## src/rtl/pipe_memory_access_if.sv

```systemverilog
// Core data bus between the memory-access stage (master) and the data memory (slave).
// One word-aligned transfer completes on the edge where memReq && memAck.
interface pipe_memory_access_if;
  logic        memReq;
  logic        memWe;
  logic [31:0] memAddr;
  logic [3:0]  memByteSel;
  logic [31:0] memWData;
  logic        memAck;
  logic [31:0] memRData;

  modport master (
    output memReq, memWe, memAddr, memByteSel, memWData,
    input  memAck, memRData
  );

  modport slave (
    input  memReq, memWe, memAddr, memByteSel, memWData,
    output memAck, memRData
  );
endinterface

```

## src/rtl/pipe_memory_access.sv

```systemverilog
// Memory-access pipe stage: issues one word-aligned bus transfer per load/store,
// stalls until ack or timeout, then holds the raw read word and fault flags for writeback.
module pipe_memory_access #(
  parameter int unsigned TIMEOUT_CYCLES = 255
) (
  input  logic                        clk,
  input  logic                        rst,
  input  logic                        stepPipe,
  input  logic                        accessStart,
  input  logic                        isStore,
  input  logic [2:0]                  funct3,
  input  logic [31:0]                 address,
  input  logic [31:0]                 storeData,
  output logic                        accessStall,
  output logic [31:0]                 loadData,
  output logic                        faultMisaligned,
  output logic                        faultTimeout,
  pipe_memory_access_if.master        mem
);

  localparam int unsigned CNT_W      = 8;
  localparam bit          TIMEOUT_EN = (TIMEOUT_CYCLES != 0);
  localparam logic [CNT_W-1:0] CNT_LAST =
    CNT_W'((TIMEOUT_CYCLES == 0) ? 0 : TIMEOUT_CYCLES - 1);

  typedef enum logic [1:0] {
    IDLE    = 2'd0,
    REQUEST = 2'd1,
    DONE    = 2'd2
  } state_e;

  state_e           state_q;
  logic [CNT_W-1:0] cnt_q;
  logic [31:0]      load_data_q;
  logic             fault_mis_q;
  logic             fault_to_q;

  logic [3:0]  base_mask_d;
  logic        size_ok_d;
  logic [6:0]  mask7_d;
  logic        misaligned_d;
  logic [31:0] wdata_d;
  logic        unused_funct3;

  // Sign/zero variant (funct3[2]) only matters to the downstream extender.
  assign unused_funct3 = funct3[2];

  // Lane mask and replicated write data from the access size and byte offset.
  always_comb begin
    base_mask_d = 4'b0000;
    size_ok_d   = 1'b1;
    wdata_d     = storeData;
    case (funct3[1:0])
      2'b00: begin
        base_mask_d = 4'b0001;
        wdata_d     = {4{storeData[7:0]}};
      end
      2'b01: begin
        base_mask_d = 4'b0011;
        wdata_d     = {2{storeData[15:0]}};
      end
      2'b10: base_mask_d = 4'b1111;
      default: size_ok_d = 1'b0;
    endcase
    mask7_d      = 7'({3'b000, base_mask_d} << address[1:0]);
    misaligned_d = !size_ok_d || (|mask7_d[6:4]);
  end

  // Gated by rst so the stall drops with the asynchronous reset as well.
  assign accessStall = !rst && (((state_q == IDLE) && accessStart) || (state_q == REQUEST));

  assign loadData        = load_data_q;
  assign faultMisaligned = fault_mis_q;
  assign faultTimeout    = fault_to_q;

  always_ff @(posedge clk or posedge rst) begin
    if (rst) begin
      state_q        <= IDLE;
      cnt_q          <= '0;
      load_data_q    <= '0;
      fault_mis_q    <= 1'b0;
      fault_to_q     <= 1'b0;
      mem.memReq     <= 1'b0;
      mem.memWe      <= 1'b0;
      mem.memAddr    <= '0;
      mem.memByteSel <= '0;
      mem.memWData   <= '0;
    end else begin
      case (state_q)
        IDLE: begin
          if (accessStart) begin
            if (misaligned_d) begin
              fault_mis_q <= 1'b1;
              load_data_q <= '0;
              state_q     <= DONE;
            end else begin
              mem.memAddr    <= {address[31:2], 2'b00};
              mem.memByteSel <= mask7_d[3:0];
              mem.memWData   <= wdata_d;
              mem.memWe      <= isStore;
              mem.memReq     <= 1'b1;
              cnt_q          <= '0;
              state_q        <= REQUEST;
            end
          end
        end
        REQUEST: begin
          // Ack takes priority over a timeout expiring on the same edge.
          if (mem.memAck) begin
            load_data_q <= mem.memWe ? 32'h0 : mem.memRData;
            mem.memReq  <= 1'b0;
            state_q     <= DONE;
          end else if (TIMEOUT_EN && (cnt_q == CNT_LAST)) begin
            fault_to_q  <= 1'b1;
            load_data_q <= '0;
            mem.memReq  <= 1'b0;
            state_q     <= DONE;
          end else begin
            cnt_q <= cnt_q + CNT_W'(1);
          end
        end
        DONE: begin
          if (stepPipe) begin
            fault_mis_q <= 1'b0;
            fault_to_q  <= 1'b0;
            state_q     <= IDLE;
          end
        end
        default: state_q <= IDLE;
      endcase
    end
  end

endmodule

```

## src/flat_wrapper.sv

```systemverilog
// flat-port wrapper written by rule: the top's interface ports become plain ports
module pipe_memory_access_flat 
#(
  parameter int unsigned TIMEOUT_CYCLES = 255
)
  (clk, rst, stepPipe, accessStart, isStore, funct3, address, storeData, accessStall, loadData, faultMisaligned, faultTimeout, mem_memReq, mem_memWe, mem_memAddr, mem_memByteSel, mem_memWData, mem_memAck, mem_memRData);
  pipe_memory_access_if mem_i ();
  input  logic clk;
  input  logic rst;
  input  logic stepPipe;
  input  logic accessStart;
  input  logic isStore;
  input  logic [2:0] funct3;
  input  logic [31:0] address;
  input  logic [31:0] storeData;
  output logic accessStall;
  output logic [31:0] loadData;
  output logic faultMisaligned;
  output logic faultTimeout;
  output wire logic [$bits(mem_i.memReq)-1:0] mem_memReq;
  output wire logic [$bits(mem_i.memWe)-1:0] mem_memWe;
  output wire logic [$bits(mem_i.memAddr)-1:0] mem_memAddr;
  output wire logic [$bits(mem_i.memByteSel)-1:0] mem_memByteSel;
  output wire logic [$bits(mem_i.memWData)-1:0] mem_memWData;
  input wire logic [$bits(mem_i.memAck)-1:0] mem_memAck;
  input wire logic [$bits(mem_i.memRData)-1:0] mem_memRData;
  assign mem_memReq = mem_i.memReq;
  assign mem_memWe = mem_i.memWe;
  assign mem_memAddr = mem_i.memAddr;
  assign mem_memByteSel = mem_i.memByteSel;
  assign mem_memWData = mem_i.memWData;
  assign mem_i.memAck = mem_memAck;
  assign mem_i.memRData = mem_memRData;
  pipe_memory_access #(.TIMEOUT_CYCLES(TIMEOUT_CYCLES)) u_core (.clk(clk), .rst(rst), .stepPipe(stepPipe), .accessStart(accessStart), .isStore(isStore), .funct3(funct3), .address(address), .storeData(storeData), .accessStall(accessStall), .loadData(loadData), .faultMisaligned(faultMisaligned), .faultTimeout(faultTimeout), .mem(mem_i));
endmodule
```

## config.mk

```make
export PLATFORM = sky130hd
export DESIGN_NAME = pipe_memory_access_flat
export DESIGN_NICKNAME = d
export VERILOG_FILES = /design/src/rtl/pipe_memory_access_if.sv /design/src/rtl/pipe_memory_access.sv /design/src/flat_wrapper.sv
export SDC_FILE = /design/constraint.sdc
export NUM_CORES = 1
export LEC_CHECK = 0
export CAP_MARGIN = 0
export CORE_ASPECT_RATIO = 1.4
export CORE_MARGIN = 5
export CORE_UTILIZATION = 46
export DETAILED_ROUTE_END_ITERATION = 10
export PLACE_DENSITY_LB_ADDON = 0.3
export SLEW_MARGIN = 25
export SYNTH_ARGS = -nofsm -noshare
export SYNTH_HDL_FRONTEND = slang
export SYNTH_SLANG_ARGS = --single-unit
```

## constraint.sdc

```tcl
create_clock -name clk -period 10.8 [get_ports clk]
set_clock_uncertainty 0.1 [all_clocks]
set_input_delay 2.16 -clock clk [delete_from_list [all_inputs] [get_ports clk]]
set_output_delay 2.16 -clock clk [all_outputs]
set_load 0.005 [all_outputs]
```

==> summary.md, run 1 <==
| Metric | Value |
|---|---|
| Status | `completed` |
| # diodes | `0` |
| Asr flop ratio synth | `100%` |
| Met1 Use GR | `22.4%` |
| Share of the synthesized area in the top cell type | `55.8%` |
| Die X-Extent | `98.3 um` |
| Max_cap viols | `0` |
| Worst-path clk slew | `80 ps` |
| Max Fclk | `approximately 170 MHz` |
| RSZ-0062 raised after global routing | `no` |
| Yosys Warn Count | `0` |
| Tcrit/Tclk final | `53.2%` |
| Ports | `210` |
| Vias post-DR | `roughly 3,700` |
| Worst Path Arrival | `3490 ps` |
| FF-to-FF End | `u_core.mem.memWData[19]` |
| GP Congestion | `approximately 0.8` |
| Slew margin rel. | `between 40% and 50%` |
| Final wirelength | `roughly 13,000 um` |
| Clock buffer count from CTS | `9` |
| Post-synthesis sequential area ratio | `a little under three fifths` |
| CTS tree | `built` |
| WHS Endpoint | `u_core.loadData[26]` |
| Post-Syn Area | `approximately 5000 um^2` |
| FF-to-FF Start | `u_core.state_q[1]` |
| Final nets | `669` |
| Unique masters post-synth | `44` |
| Gr ovfl total | `0` |
| Gate Count Post-Synth | `~360` |
| Clock Tree Buf Depth | `2` |
| Layout cells sized above 1 | `between 15 and 20%` |
| Kind of critical path | `in -> out` |
| H-Tree Depth | `3` |
| Post-DRT Antenna Nets | `0` |
| Crit end category | `output pin` |
| VDD IR max | `around 0.00013 V` |
| # fillers | `roughly 780` |
| Setup TNS | `0 ps` |
| First-pass GRT wire length | `~21,000 um` |
| Min-Delay Path Depth | `1` |
| Worst EP required | `about 8500 ps` |
| Initial antenna violation count | `0` |
| Area Growth Syn to Fin | `48.3%` |
| Largest net degree at the start of global routing | `slightly above 60` |
| Gr busiest metal | `met2` |
| Synth Flop Type | `dfrtp_1` |
| Leakage power | `roughly 3.3 nW` |
| Hold crit path type | `reg -> reg` |
| Place WS | `~5100 ps` |
| Synthesized flop and latch total | `roughly 110` |
| Actual slew at the worst max-slew pin | `roughly 760 ps` |
| Synth top area cells | `dfrtp_1, mux2_4, mux2_2` |
| Root Buffer | `clkbuf_16` |
| Fin. Hold Viols | `0` |
| Core area | `around 11,000 um^2` |
| DRC viols | `0` |
| Max-slew violation count | `0` |
| Cell accounting for the most synthesized area | `dfrtp_1` |
| Post-CTS Setup Bufs | `0` |
| Setup ws final | `5050 ps` |
| Core Rows | `45` |
| Cells on worst reg2reg path | `5` |
| Clock Latency Late Sink | `approximately 340 ps` |
| DR WL/cell | `around 19 um` |
| Vias in the first global route | `~4,000` |
| EDFF count, synth | `0` |
| Die area | `between 10,000 and 15,000 um^2` |
| Crit path time final | `approximately 5700 ps` |
| Drt via density | `5.25` |
| I/O Buffers | `approximately 210` |
| Finish-stage setup viols | `0` |
| Sink Count | `approximately 110` |
| Fin Hold WS | `403 ps` |
| Total GRT Usage | `19.9%` |
| First-pass DRT Iterations | `4` |
| Crit path launch type | `input pin` |
| Resized cells post-CTS | `0` |
| Cts-stage hold buffer count | `0` |
| Cell with the most instances after synthesis | `dfrtp_1` |
| Pwr Density | `251 nW/um^2` |
| Synth top cells by count | `dfrtp_1, a22o_1, mux2_4` |
| Initial Util | `between 40% and 50%` |
| Die Y | `134 um` |
| Syn Area/Cell | `14.1 um^2` |
| Hpwl dp | `between 9000 and 10,000 um` |
| Flop2flop setup slack | `7730 ps` |
| Worst-path fanout max | `6` |
| Drt initial violations | `between 90 and 100` |
| Met3 Use GR | `6.29%` |
| GR met2 Demand/Resource | `between 30% and 40%` |
| HP Start | `u_core.loadData[26]` |
==> worst max-delay path: stages <==
cell and delay [ps]:
clkdlybuf4s50_1 570, nor2_1 90, nor3_1 140, clkdlybuf4s50_1 530
==> per-layer routing <==
layer  wire length [um]  share of wire (%)
met5                  0                  0
met4                251                1.9
met3                835                6.4
met2               6990                 54
met1               4980                 38
==> metrics by stage <==
step	cell area, um^2	util (%)	instances	total power, W
6_report	7440	69.2	702	0.00186
5_1_grt	7440	69.2	702	0.00197
4_1_cts	7440	69.2	702	0.00189
3_5_place_dp	7100	66.1	686	0.00151
3_3_place_gp	7100	66.1	686	0.00148
2_1_floorplan	5020	-	357	0.00105
==> power by group <==
group	leakage [nW]	internal, W	switching (W)	total (W)
Combinational	1.71	0.000538	0.000249	0.000787
Clock	0.165	0.000209	0.000162	0.000371
Sequential	1.40	0.000599	0.000108	0.000707
==> layout make-up <==
class | instances | area, um^2 | share of cell area [%]
sequential | 112 | 2800 | 37.7
timing repair buffer | 210 | 2090 | 28.1
multi-input combinational | 217 | 2010 | 27.0
clock buffer | 9 | 225 | 3.03
tap | 141 | 176 | 2.37
clock inverter | 7 | 114 | 1.53
inverter | 6 | 25.0 | 0.336
==> state kept, by name (all words and copies together), names as in the netlist <==
register                flops
u_core.cnt_q                8
u_core.faultMisaligned      1
u_core.mem.memAddr         30
u_core.mem.memWData        32
u_core.mem.memByteSel       4
u_core.mem.memReq           1
u_core.faultTimeout         1
u_core.state_q              2
u_core.mem.memWe            1
u_core.loadData            32
==> worst max-delay path by stage <==
stage / startpoint / depth (start not counted) / end / slack (ps)
after floorplan: rst / 1 / u_core.cnt_q[0] / 5580
after global placement: accessStart / 4 / accessStall / 5050
after detailed placement: accessStart / 4 / accessStall / 5050
after CTS: accessStart / 4 / accessStall / 5050
after global routing: accessStart / 4 / accessStall / 5010
final: accessStart / 4 / accessStall / 5050
==> placed cells by master, fill, tap and decap left out, types with 4 or more instances in the layout <==
cell	count
a22o_1	40
mux2_2	34
o21ai_0	5
a22oi_1	8
nor2_1	12
mux2_4	40
clkdlybuf4s50_1	206
nand2b_1	4
buf_4	4
clkbuf_16	9
ha_1	8
inv_1	5
nand4_1	4
nand2_1	21
dfrtp_1	112
xor2_1	5
a21oi_1	4
==> logic make-up (layout without fill, tap and decap cells) <==
| kind of cell | Yosys count | after routing | synth area share (%) |
|---|---|---|---|
| flip-flops | 112 | 112 | 55.8 |
| multiplexers | 75 | 75 | 19.8 |
| adder cells (fa/ha/maj) | 8 | 8 | 1.99 |
| buffers and inverters | 28 | 232 | 4.34 |
| AO/OA/AOI/OAI | 70 | 70 | 11.3 |
| other | 1 | 2 | 0.0747 |
| AND/OR/NAND/NOR | 57 | 57 | 5.78 |
| XOR/XNOR | 5 | 5 | 0.872 |
Note: power is estimated with default switching activity, not from simulation.
==> run 2: changes to the inputs <==
--- a/config.mk
+++ b/config.mk
@@ -8,7 +8,7 @@
 export CAP_MARGIN = 0
 export CORE_ASPECT_RATIO = 1.4
 export CORE_MARGIN = 5
-export CORE_UTILIZATION = 46
+export CORE_UTILIZATION = 39
 export DETAILED_ROUTE_END_ITERATION = 10
 export PLACE_DENSITY_LB_ADDON = 0.3
 export SLEW_MARGIN = 25
==> constraint.sdc (replaced) <==
create_clock -name clk -period 4.9 [get_ports clk]
set_clock_uncertainty 0.1 [all_clocks]
set_input_delay 0.98 -clock clk [delete_from_list [all_inputs] [get_ports clk]]
set_output_delay 0.98 -clock clk [all_outputs]
set_load 0.005 [all_outputs]
==> run 2 against run 1 <==
Against the previous run:
- design area up 0.20%
- via count decreased by 1.9%
- largest power group unchanged
- cell count rose by 2.1%
- wire length up 2.5%
- non-clock buffer count is 3 higher
- critical endpoint is now u_core.mem.memAddr[5]
- setup slack worse by 3800 ps
- core utilization down 11 points
==> summary.md, run 2 (synthesis gave the netlist of run 1 again) <==
| Metric | Value |
|---|---|
| Resized cells post-CTS | `0 (unchanged)` |
| Worst-path fanout max | `39 (+33)` |
| Initial antenna violation count | `0 (unchanged)` |
| Final Cell Area | `7460 um^2 (+0.20%)` |
| HP Start | `u_core.mem.memByteSel[2]` |
| Fin Hold WS | `397 ps (-5.99 ps)` |
| Sink Count | `112 (unchanged)` |
| Worst EP required | `5030 ps (-3510 ps)` |
| Vias in the first global route | `3,940 (-1.5%)` |
| Final nets | `672 (+0.45%)` |
| Root Buffer | `clkbuf_16` |
| Max-slew violation count | `0 (unchanged)` |
| Crit path time final | `approximately 3600 ps` |
| Final wirelength | `13,400 um (+2.5%)` |
| Gr ovfl total | `0 (unchanged)` |
| Worst Path Arrival | `3760 ps (+270 ps)` |
| Hold crit path type | `reg -> reg` |
| Footprint of the multi-input gates | `2010 um^2 (unchanged)` |
| Die Y | `144 um (+8.0%)` |
| Pwr Density | `545 nW/um^2 (+120%)` |
| Min-Delay Path Depth | `1 (unchanged)` |
| Die X-Extent | `106 um (+7.7%)` |
| Flop2flop setup slack | `2160 ps (-5570 ps)` |
| Largest net degree at the start of global routing | `52 (-15%)` |
| Initial Util | `39.4% (-7.3 points)` |
| Drt initial violations | `62 (-33%)` |
| FF-to-FF Start | `u_core.cnt_q[0]` |
| Max Fclk | `~280 MHz` |
| Cells on worst reg2reg path | `6 (+1)` |
| Tcrit/Tclk final | `about three quarters` |
| Crit path launch type | `input pin` |
| Area occupied by registers | `2800 um^2 (unchanged)` |
| First-pass DRT Iterations | `4 (unchanged)` |
| Post-CTS Setup Bufs | `0 (unchanged)` |
| Die area | `15,300 um^2 (+16%)` |
| VDD IR max | `0.000233 V (+85%)` |
| Leading cell type in the layout, fill and taps excluded | `clkdlybuf4s50_1` |
| Layout cells sized above 1 | `18.3% (+0.26 points)` |
| Final non-filler cell total | `717 (+2.1%)` |
| # diodes | `0 (unchanged)` |
| Core area | `12,800 um^2 (+19%)` |
| Dpl cell area | `7150 um^2 (+0.70%)` |
| Drt via density | `5.04 (-3.9%)` |
| Worst-path clk slew | `80 ps (about the same)` |
| Slew margin rel. | `53.0% (+3.5 points)` |
| # fillers | `1,081 (+38%)` |
| Clock Latency Late Sink | `340 ps (about the same)` |
| I/O Buffers | `206 (unchanged)` |
| Post-DRT Antenna Nets | `0 (unchanged)` |
| Cts-stage hold buffer count | `0 (unchanged)` |
| Finish-stage setup viols | `0 (unchanged)` |
| Setup TNS | `0 ps (unchanged)` |
| DR WL/cell | `18.7 um (+0.38%)` |
| Dpl cells | `701 (+2.2%)` |
| Leakage power | `3.28 nW (about the same)` |
| CTS tree | `built` |
| Status | `completed` |
| First-pass GRT wire length | `20,800 um (-0.89%)` |
| Total GRT Usage | `17.3% (-2.6 points)` |
| RSZ-0062 raised after global routing | `no` |
| Most frequent cells in the layout | `clkdlybuf4s50_1, dfrtp_1, mux2_4, a22o_1, mux2_2` |
| Area Growth Syn to Fin | `48.6%` |
| Vias post-DR | `3,615 (-1.9%)` |
| GP Congestion | `0.778 (-2.1%)` |
| Fin. Hold Viols | `0 (unchanged)` |
| Max_cap viols | `0 (unchanged)` |
| Ports | `210 (unchanged)` |
| Hpwl dp | `9900 um (+3.9%)` |
| Core Rows | `49 (+8.9%)` |
| Kind of critical path | `in -> reg` |
| FF-to-FF End | `u_core.loadData[0]` |
| Clock buffer count from CTS | `9 (unchanged)` |
| Actual slew at the worst max-slew pin | `702 ps (-56.4 ps)` |
| DRC viols | `0 (unchanged)` |
| Clock Tree Buf Depth | `2 (unchanged)` |
| H-Tree Depth | `3 (unchanged)` |
| WHS Endpoint | `u_core.mem.memByteSel[2]` |
| Crit end category | `flop` |
[run 2: report_power, final]
part	internal [W]	leakage [nW]	total [W]	switching (W)
clock	0.000406	0.146	0.000759	0.000354
combinational	0.00119	1.73	0.00174	0.000545
sequential	0.00132	1.40	0.00157	0.000246
total	0.00292	3.28	0.00406	0.00115
[run 2: worst max-delay path, cell delays in order]
cell             delay [ps]
clkdlybuf4s50_1         540
inv_1                   100
ha_1                    230
or4_4                   490
o22ai_4                 160
and2_4                  590
buf_12                  320
mux2_4                  330
[run 2: cell type report]
class / count / area share (%)
Clock buffer: 10 / 3.07
Clock inverter: 6 / 1.01
Inverter: 6 / 0.336
Multi-Input combinational cell: 217 / 26.9
Sequential cell: 112 / 37.6
Tap cell: 153 / 2.57
Timing Repair Buffer: 213 / 28.5
[run 2: routing by layer]
metal | track usage (%) | vias to the layer above | part of all wire, %
met1 | 18.9 | 1794 | 37
met3 | 5.23 | 18 | 6.4
met2 | 31.8 | 103 | 55
met4 | 6.21 | 0 | 1.8
li1 | - | 1700 | -
met5 | 0 | - | 0
[run 2: through the flow]
step                      worst slack, ps  utilization, %  total power (W)
after floorplan                       861               -          0.00232
after global placement                952            56.1          0.00328
after detailed placement              875            56.1          0.00333
after CTS                            1240            58.5          0.00412
after global routing                 1140            58.5          0.00428
final                                1270            58.5          0.00406
[run 2: how the worst max path moves through the flow]
stage,start,to,slack (ps),cells past startpoint
after global routing,funct3[0],u_core.mem.memAddr[19],1140,8
after floorplan,rst,u_core.cnt_q[0],860,1
after global placement,funct3[0],u_core.mem.memAddr[10],950,8
final,funct3[0],u_core.mem.memAddr[5],1270,8
after detailed placement,funct3[0],u_core.mem.memAddr[8],870,8
after CTS,funct3[0],u_core.mem.memAddr[16],1240,8
==> run 3: changes to the inputs <==
==> constraint.sdc (replaced) <==
create_clock -name clk -period 2.93 [get_ports clk]
set_clock_uncertainty 0.1 [all_clocks]
set_input_delay 0.586 -clock clk [delete_from_list [all_inputs] [get_ports clk]]
set_output_delay 0.586 -clock clk [all_outputs]
set_load 0.005 [all_outputs]
==> run 3 against run 2 <==
Against the previous run:
- power grew 68%
- largest power group unchanged
- flip-flop and latch count is the same
- cell count grew 1.4%
- largest cell class unchanged
- non-clock buffer count grew 10
- count of clock-buffer cells in the layout is the same
- setup slack lost 990 ps
- clock power grew 66%
- register-to-register slack lost 1500 ps
==> summary.md, run 3 (synthesis gave the netlist of run 1 again) <==
| Metric | Value |
|---|---|
| Min-Delay Path Depth | `1 (unchanged)` |
| Worst-path clk slew | `70 ps (about the same)` |
| Setup ws final | `281 ps (-989 ps)` |
| Tcrit/Tclk final | `between 90% and 100%` |
| Clock share of power | `18.4% (-0.3 points)` |
| Core area | `12,800 um^2 (unchanged)` |
| Place WS | `-83.8 ps (-958 ps)` |
| Gr ovfl total | `0 (unchanged)` |
| Post-DRT Antenna Nets | `0 (unchanged)` |
| First-pass DRT Iterations | `4 (unchanged)` |
| Final non-filler cell total | `727 (+1.4%)` |
| Die area | `15,300 um^2 (unchanged)` |
| Final Cell Area | `7580 um^2 (+1.7%)` |
| Vias post-DR | `3,723 (+3.0%)` |
| Hold crit path type | `reg -> reg` |
| Switching share of power | `27.8% (-0.37 points)` |
| Largest net degree at the start of global routing | `113 (+120%)` |
| First-pass GRT wire length | `20,800 um (+0.30%)` |
| Cts-stage hold buffer count | `0 (unchanged)` |
| RSZ-0062 raised after global routing | `no` |
| Crit path launch type | `input pin` |
| Leading cell type in the layout, fill and taps excluded | `clkdlybuf4s50_1` |
| Clock Tree Buf Depth | `2 (unchanged)` |
| Final nets | `682 (+1.5%)` |
| Area Growth Syn to Fin | `51.1%` |
| Crit end category | `flop` |
| Fin. Hold Viols | `0 (unchanged)` |
| Dpl cells | `711 (+1.4%)` |
| Resized cells post-CTS | `0 (unchanged)` |
| Hpwl dp | `9670 um (-2.3%)` |
| Cells on worst reg2reg path | `7 (+1)` |
| Initial Util | `39.4% (unchanged)` |
| Vias in the first global route | `4,103 (+4.1%)` |
| Total GRT Usage | `17.0% (-0.31 points)` |
| Finish-stage setup viols | `0 (unchanged)` |
| Crit path time final | `around 2600 ps` |
| Post-CTS Setup Bufs | `0 (unchanged)` |
| Clock buffer count from CTS | `9 (unchanged)` |
| Actual slew at the worst max-slew pin | `642 ps (-59.9 ps)` |
| Die Y | `144 um (unchanged)` |
| Drt initial violations | `78 (+26%)` |
| Sequential Power Share | `38.2% (-0.4 points)` |
| H-Tree Depth | `3 (unchanged)` |
| Gr busiest metal | `met2` |
| GP Congestion | `0.773 (-0.55%)` |
| Int Power | `0.00494 W (+69%)` |
| Max_cap viols | `0 (unchanged)` |
| Dpl cell area | `7280 um^2 (+1.8%)` |
| Drt via density | `5.12 (+1.6%)` |
| Worst-path fanout max | `27 (-31%)` |
| Root Buffer | `clkbuf_16` |
| Initial antenna violation count | `0 (unchanged)` |
| GR met2 Demand/Resource | `31.0% (-0.77 points)` |
| NetSw | `0.00190 W (+66%)` |
| Core Rows | `49 (unchanged)` |
| VDD IR max | `0.000468 V (+100%)` |
| Pwr Density | `902 nW/um^2 (+66%)` |
| Layout cells sized above 1 | `19.7% (+1.4 points)` |
| Ports | `210 (unchanged)` |
| Worst EP required | `3060 ps (-1970 ps)` |
| Logic pwr share | `43.4% (+0.7 points)` |
| Clock Latency Late Sink | `330 ps (about the same)` |
| Most frequent cells in the layout | `clkdlybuf4s50_1, dfrtp_1, mux2_4, a22o_1, mux2_2` |
| CTS tree | `built` |
| Sink Count | `112 (unchanged)` |
| Max-slew violation count | `0 (unchanged)` |
| Met3 Use GR | `4.06% (-1.2 points)` |
| Slew margin rel. | `56.6% (+3.7 points)` |
| Die X-Extent | `106 um (unchanged)` |
| Kind of critical path | `in -> reg` |
| Final wirelength | `13,200 um (-1.5%)` |
| DRC viols | `0 (unchanged)` |
| Status | `completed` |
| # diodes | `0 (unchanged)` |
| Total power | `0.00684 W (+68%)` |
| DR WL/cell | `18.1 um (-2.8%)` |
| Met1 Use GR | `19.2% (+0.29 points)` |
| Leakage power | `3.34 nW (+1.8%)` |
| Worst Path Arrival | `2770 ps (-990 ps)` |
| I/O Buffers | `206 (unchanged)` |
| Max Fclk | `around 380 MHz` |
==> run 3: power groups by stage <==
stage          clock network (W)  registers (W)  logic (W)
3_3_place_gp                   0        0.00259    0.00296
5_1_grt                  0.00137        0.00270    0.00317
6_report                 0.00126        0.00261    0.00297
3_5_place_dp                   0        0.00262    0.00302
2_1_floorplan                  0        0.00263    0.00125
4_1_cts                  0.00130        0.00261    0.00303
==> run 3: final cells by class <==
cell class | count | area [um^2]
fillers | 1032 | 5170
well taps | 153 | 191
repair buffers | 223 | 2250
flip-flops and latches | 112 | 2800
clock buffers | 10 | 229
inverters | 6 | 26.3
clock inverters | 6 | 73.8
multi-input cells | 217 | 2010
==> run 3: layer usage <==
layer	up-vias	part of all wire [%]
met5	-	0
met4	0	2.6
met3	22	5.7
met2	117	54
met1	1869	38
li1	1715	-
==> run 3: critical path: stages <==
cell and delay (ps):
clkdlybuf4s50_1 550, inv_1 80, ha_1 300, mux2_2 320, o22ai_4 130, and2_4 220, buf_12 230, mux2_4 320
==> run 3: path summary, 6_finish.rpt <==
kind,start,to,slack [ps]
min reg2reg,u_core.mem.memByteSel[2],u_core.mem.memByteSel[2],400
max,funct3[1],u_core.mem.memAddr[12],280
min in group asynchronous,rst,u_core.mem.memAddr[19],710
min,u_core.mem.memByteSel[2],u_core.mem.memByteSel[2],400
max reg2reg,u_core.cnt_q[0],u_core.loadData[13],710
max in group asynchronous,rst,u_core.mem.memWData[5],1590
==> run 3: per-stage QoR <==
stage          util, %  hold WS (ps)  setup TNS [ps]
2_1_floorplan        -           387               0
3_3_place_gp      57.1           376           -1850
3_5_place_dp      57.1           381           -4030
4_1_cts           59.5           400               0
5_1_grt           59.5           415               0
6_report          59.5           396               0
==> variant: new RTL, flow settings as in run 1 <==
The 3 states of `state_e` get a one-hot encoding in 3 bits.
--- a/src/rtl/pipe_memory_access.sv
+++ b/src/rtl/pipe_memory_access.sv
@@ -25,6 +25,6 @@
 
-  typedef enum logic [1:0] {
-    IDLE    = 2'd0,
-    REQUEST = 2'd1,
-    DONE    = 2'd2
+  typedef enum logic [2:0] {
+    IDLE    = 3'b001,
+    REQUEST = 3'b010,
+    DONE    = 3'b100
   } state_e;
Check against the original RTL: same outputs for any inputs over 4 cycles, from zero or initial values and one cycle with rst high; so few cycles prove little.
==> variant against run 1 <==
Wire length increased by 13%; worst setup slack got worse by 0.041 ns; core utilization up 4.6 points; total power is 6.2% higher; synthesized area down 2.0%; sequential cell count increased by 1; cell area rose by 3.1%; sequential share of layout area down 0.80 points; via count increased by 11%; final cell count up 6.0%; sequential power shrank 3.0%.
==> variant: results (changes against run 1) <==
metric	value	unit	change
initial drt markers	161		+73%
sequential cell area share	0.369		-0.00799
CP arrival	3.53	ns	+0.04 ns
Multi-In Gates	243		+12%
Max Fanout on Critical Path	5		-1
WHS	0.398	ns	-0.00513 ns
drt total wl	14800	um	+13%
metal3 WL	1290	um	+54%
Seq/Total Area, Yosys	0.575		+0.0167
RR Endpoint	u_core.mem.memAddr[4]$_DFFE_PP0P_		
layout cells sized above 1	0.157		-0.0233
Num CTS Buffers	17		+8
Leak	3.22	nW	-1.8%
clock buf count	19		+10
M1 GR Usage	0.252		+0.0286
fin cells	744		+6.0%
DRT Pass-1 Iters	5		+1
M1 wire length	5460	um	+9.5%
max_slew headroom	0.433		-0.0612
Non-clk bufs	213		+1.4%
die span in x	97.4	um	-0.90%
placer congestion estimate	0.844		+6.2%
Crit path largest cell delay	0.59	ns	+0.02 ns
gr usage total	0.233		+0.0340
reg2reg setup slack	8.14	ns	+0.41 ns
GRT met3 Usage	0.0879		+0.0250
final core occ	0.738		+0.0456
Setup WS pre-CTS	5.02	ns	-0.0339 ns
dpl cells	714		+4.1%
Reg clk slew, reported paths	0.05	ns	-0.03 ns
Crit Reg-Reg Startpoint	u_core.state_q[0]$_DFFE_PP1P_		
clock sink total	113		+0.89%
Netlist cell types	46		+4.5%
largest cells by area after synthesis	dfrtp_1 57%, mux2_2 9.6%, a22o_1 6.8%, o21ai_0 5.7%, mux2i_1 3.3%		
synthesized instance count	391		+9.8%
hold_sp	u_core.loadData[12]$_DFFE_PP0P_		
Data buffer area share	0.277		-0.00396
met2 Use GR	0.395		+0.0407
status	completed		
-- variant: cell families (layout without fill, tap and decap cells) --
| kind of cell | Yosys count | count (layout) | synth area share |
|---|---|---|---|
| compound gates | 144 | 144 | 0.199 |
| flops | 113 | 113 | 0.575 |
| mux | 58 | 58 | 0.129 |
| buf+inv | 36 | 250 | 0.0404 |
| simple gates | 31 | 31 | 0.0361 |
| fa+ha+maj | 8 | 8 | 0.0203 |
| other cells | 1 | 2 | 0.000762 |
-- variant: worst max path at each step --
stage                                       end  slack [ns]  cells past startpoint
floorplan           u_core.cnt_q[0]$_DFFE_PP0P_        5.55                      1
global placement                    accessStall        5.04                      4
detailed placement                  accessStall        5.02                      4
CTS                                 accessStall        5.00                      4
global route                        accessStall        4.96                      4
finish                              accessStall        5.01                      4
-- variant: report_power, final --
group / switching [mW] / total, mW / internal [mW]
clock: 0.189 / 0.576 / 0.387
sequential: 0.0957 / 0.686 / 0.590
combinational: 0.272 / 0.719 / 0.447
